File: config.mk
export PLATFORM = sky130hd
export DESIGN_NAME = restoring_divider
export DESIGN_NICKNAME = d
export VERILOG_FILES = /design/src/rtl/restoring_divider.sv
export SDC_FILE = /design/constraint.sdc
export NUM_CORES = 1
export LEC_CHECK = 0
export CORE_MARGIN = 4
export CORE_UTILIZATION = 40
export DETAILED_ROUTE_END_ITERATION = 16
export GPL_ROUTABILITY_DRIVEN = 0
export HOLD_SLACK_MARGIN = 0.1
export PLACE_DENSITY_LB_ADDON = 0.3
export SLEW_MARGIN = 10
export SYNTH_ARGS = -nofsm -noshare
export SYNTH_HDL_FRONTEND = slang
export SYNTH_SLANG_ARGS = --single-unit
File: constraint.sdc
create_clock -name clock -period 5.7 [get_ports clock]
set_input_delay 0.57 -clock clock [delete_from_list [all_inputs] [get_ports clock]]
set_output_delay 0.57 -clock clock [all_outputs]
set_load 0.005 [all_outputs]
File: src/rtl/restoring_divider.sv
// Sequential unsigned restoring divider: one quotient bit per clock over WIDTH cycles,
// sharing the start/ready handshake of the shift-and-add multiplier.
`timescale 1ns/1ps
module restoring_divider #(
  parameter int WIDTH = 8
) (
  input  logic             clock,
  input  logic             reset_n,
  input  logic             start,
  input  logic [WIDTH-1:0] dividend,
  input  logic [WIDTH-1:0] divisor,
  output logic             ready,
  output logic             busy,
  output logic [WIDTH-1:0] quotient,
  output logic [WIDTH-1:0] remainder,
  output logic             divide_by_zero
);

  localparam int CW = $clog2(WIDTH);

  typedef enum logic [1:0] {IDLE, WORKING, DONE} state_t;

  state_t           state;
  logic [WIDTH-1:0] a_reg;
  logic [WIDTH-1:0] q_reg;
  logic [WIDTH-1:0] m_reg;
  logic [CW-1:0]    counter;
  logic             dbz;

  logic [WIDTH:0]   a_shift;
  logic [WIDTH:0]   trial;
  logic [WIDTH-1:0] q_shift;

  // The stored partial remainder is always < M, so only the shifted value needs the extra bit.
  always_comb begin
    a_shift = {a_reg, q_reg[WIDTH-1]};
    q_shift = {q_reg[WIDTH-2:0], 1'b0};
    trial   = a_shift - {1'b0, m_reg};
  end

  always_ff @(posedge clock or negedge reset_n) begin
    if (!reset_n) begin
      state   <= IDLE;
      a_reg   <= '0;
      q_reg   <= '0;
      m_reg   <= '0;
      counter <= '0;
      dbz     <= 1'b0;
    end else begin
      case (state)
        IDLE, DONE: begin
          if (start) begin
            if (divisor == '0) begin
              a_reg <= dividend;
              q_reg <= '1;
              dbz   <= 1'b1;
              state <= DONE;
            end else begin
              a_reg   <= '0;
              q_reg   <= dividend;
              m_reg   <= divisor;
              counter <= CW'(WIDTH - 1);
              dbz     <= 1'b0;
              state   <= WORKING;
            end
          end
        end
        WORKING: begin
          if (!trial[WIDTH]) begin
            a_reg <= trial[WIDTH-1:0];
            q_reg <= {q_shift[WIDTH-1:1], 1'b1};
          end else begin
            a_reg <= a_shift[WIDTH-1:0];
            q_reg <= q_shift;
          end
          if (counter == '0) begin
            state <= DONE;
          end else begin
            counter <= counter - CW'(1);
          end
        end
        default: state <= IDLE;
      endcase
    end
  end

  assign ready          = (state == DONE);
  assign busy           = (state == WORKING);
  assign quotient       = q_reg;
  assign remainder      = a_reg;
  assign divide_by_zero = dbz;

endmodule

==> flow_metrics.env <==
export IMPL_syn_inst=191
export IMPL_die_w_um=74.5
export IMPL_ys_seq_area_share_pct=42.4
export IMPL_h_tree_depth=2
export IMPL_io_pins=38
export IMPL_final_nets=260
export IMPL_overflow=0
export IMPL_clock_skew_ps=5.00
export IMPL_start_util_pct=42.7
export IMPL_avgSynthCellArea_sq_um=9.26
export IMPL_maxCapViolations=0
export IMPL_clkTransAtPathRegs_ps=60
export IMPL_finalPower_uw=1510
export IMPL_clockBufferDepth=2
export IMPL_synth_cell_types=40
export IMPL_async_reset_ff_share_pct=100
export IMPL_grtUsageTotal_pct=16.4
export IMPL_n_antenna_cell=0
export IMPL_viasPerCell=5.35
export IMPL_die_h_um=74.5
export IMPL_worstSetupPathType="reg -> reg"
export IMPL_grt_max_degree=31
export IMPL_status="completed"
export IMPL_arrival_ps=3240
export IMPL_hold_class="reg -> reg"
export IMPL_portBuffers=37
export IMPL_synth_common_cells="nand2_1 (31), dfrtp_1 (30), inv_1 (17), o21ai_0 (16)"
export IMPL_rsz0062_at_grt="false"
export IMPL_synth_edf_count=0
export IMPL_cpMostUsedCell="inv_1"
export IMPL_finalHoldViolations=0
export IMPL_crit_chain="inv_1, ha_1, inv_1, fa_1, a211oi_1, nor3_2, mux2i_1, a2111oi_4, mux2_4, o221ai_2"
export IMPL_yosysTopAreaCellShare_pct=42.4
export IMPL_cts_buffers=5
export IMPL_cts_root_buffer="clkbuf_8"
export IMPL_worstMarginPinSlew_ps=799
export IMPL_vias=1504
export IMPL_first_global_vias=1468
export IMPL_synthesis_area_sq_um=1770
export IMPL_layout_min_cycle_time_ps=3040
export IMPL_cts_sinks=30
export IMPL_dpl_cell_count=273
export IMPL_slew_headroom_pct=46.5
export IMPL_cp_max_fo=10
export IMPL_instances_no_fill=281
export IMPL_wl_um=4130
export IMPL_worstPathRequired_ps=5890
export IMPL_dr_pass1_iters=4
export IMPL_setup_viol=0
export IMPL_wl_per_cell_um=14.7
export IMPL_critPathCaptureType="flop"
export IMPL_die_area_sq_um=5550
export IMPL_fin_ws_ps=2660
export IMPL_hold_buffers=0
export IMPL_drt_iter0_markers=56
export IMPL_leakage_uw=0.000988
export IMPL_startpoint_type="flop"
export IMPL_row_count=23
export IMPL_yosys_most_used_dff="dfrtp_1"
export IMPL_crit_path_max_incr_delay_ps=750
export IMPL_grt_pass1_wl_um=6910
export IMPL_pre_cts_slack_ps=2660
export IMPL_peakVddDrop_mv=0.322
export IMPL_synth_nets=221
export IMPL_power_density_nw_per_um2=663
export IMPL_synth_area_top_cells="dfrtp_1 (42%), ha_1 (7.1%), nand2_1 (6.6%)"
export IMPL_post_cts_resized=0
export IMPL_clock_latency_ps=280
export IMPL_drv_slew=0
export IMPL_yosysMostFrequentCell="nand2_1"
export IMPL_postRouteAntennaNets=0
export IMPL_ys_ff_latch=30
export IMPL_synth_top_area_cell="dfrtp_1"
export IMPL_fmax_mhz=328
export IMPL_antenna_found_initial=0
export IMPL_layout_drive_gt1_share_pct=7.36
export IMPL_post_cts_setup_buffers=0
export IMPL_min_period_over_period_pct=53.4
export IMPL_yosysWarnings=0
export IMPL_fp_coreArea_sq_um=4140
export IMPL_dp_hpwl_um=3130
export IMPL_tns_ps=0
export IMPL_cts_tree="done"
export IMPL_drcViolationCount=0
export IMPL_areaGrowthSynthToFinish_pct=29.0
export IMPL_worst_path_max_delay_cell="a2111oi_4"
cells by family (layout without fill, tap and decap cells):
logic type	Yosys count	in the layout	share of synthesized area, %
adders and majority gates	11	11	8.20
DFF	30	30	42.4
muxes	10	10	6.01
buffers and inverters	24	64	5.09
and+or+nand+nor	55	55	14.1
xor gates and xnor gates	6	6	2.97
AOI/OAI and AO/OA	55	55	21.1
critical path: cells and delay by family, from the launching register on:
family / cells / cell delay (ps)
simple gates: 1 / 90
compound gates: 3 / 1240
buf+inv: 2 / 130
flops: 1 / 400
fa+ha+maj: 2 / 580
mux: 2 / 520
layout make-up:
cell class	count	area, sq um
Fill cell	403	1860
Multi-Input combinational cell	137	928
Sequential cell	30	751
Timing Repair Buffer	39	385
Clock buffer	7	86.3
Inverter	17	63.8
Tap cell	50	62.6
Clock inverter	1	5.00
placed cells by master, fill, tap and decap left out, types with 3 or more instances in the layout:
cell type,instances
nor2_1,9
dfrtp_1,30
nor2b_1,3
inv_1,17
clkdlybuf4s50_1,37
xnor2_1,4
a22oi_1,3
ha_1,10
o22ai_1,8
a21oi_1,10
nand2_1,31
o221ai_1,5
clkbuf_8,6
o21ai_0,16
mux2i_1,8
metrics by stage:
step           hold WS [ps]  utilization, %  instance area (sq um)
6_report                506            55.1                   2280
2_1_floorplan           274               -                   1770
3_3_place_gp            494            52.9                   2190
3_5_place_dp            497            52.9                   2190
4_1_cts                 511            55.1                   2280
5_1_grt                 556            55.1                   2280
worst paths after layout:
kind | start | endpoint | slack, ps | cells past startpoint
min reg2reg | divide_by_zero | divide_by_zero | 510 | 2
max | quotient[7] | remainder[0] | 2660 | 10
min | divide_by_zero | divide_by_zero | 510 | 2
min in group asynchronous | reset_n | counter[2] | 680 | 2
max in group asynchronous | reset_n | quotient[4] | 4740 | 2
max reg2reg | quotient[7] | remainder[0] | 2660 | 10
routing by layer:
metal / global-route usage (%) / routed length, um / vias to the layer above
li1: - / - / 757
met3: 3.78 / 175 / 6
met5: 0 / 0 / -
met1: 20.8 / 1850 / 711
met4: 6.52 / 60 / 0
met2: 27.1 / 2040 / 30
report_power, final:
part | internal [uW] | total (uW) | switching, uW | leakage (uW)
registers | 318 | 392 | 74.1 | 0.000364
logic | 465 | 945 | 480 | 0.000576
clock network | 97.2 | 176 | 78.7 | 0.0000482
Note: power is estimated with default switching activity, not from simulation.
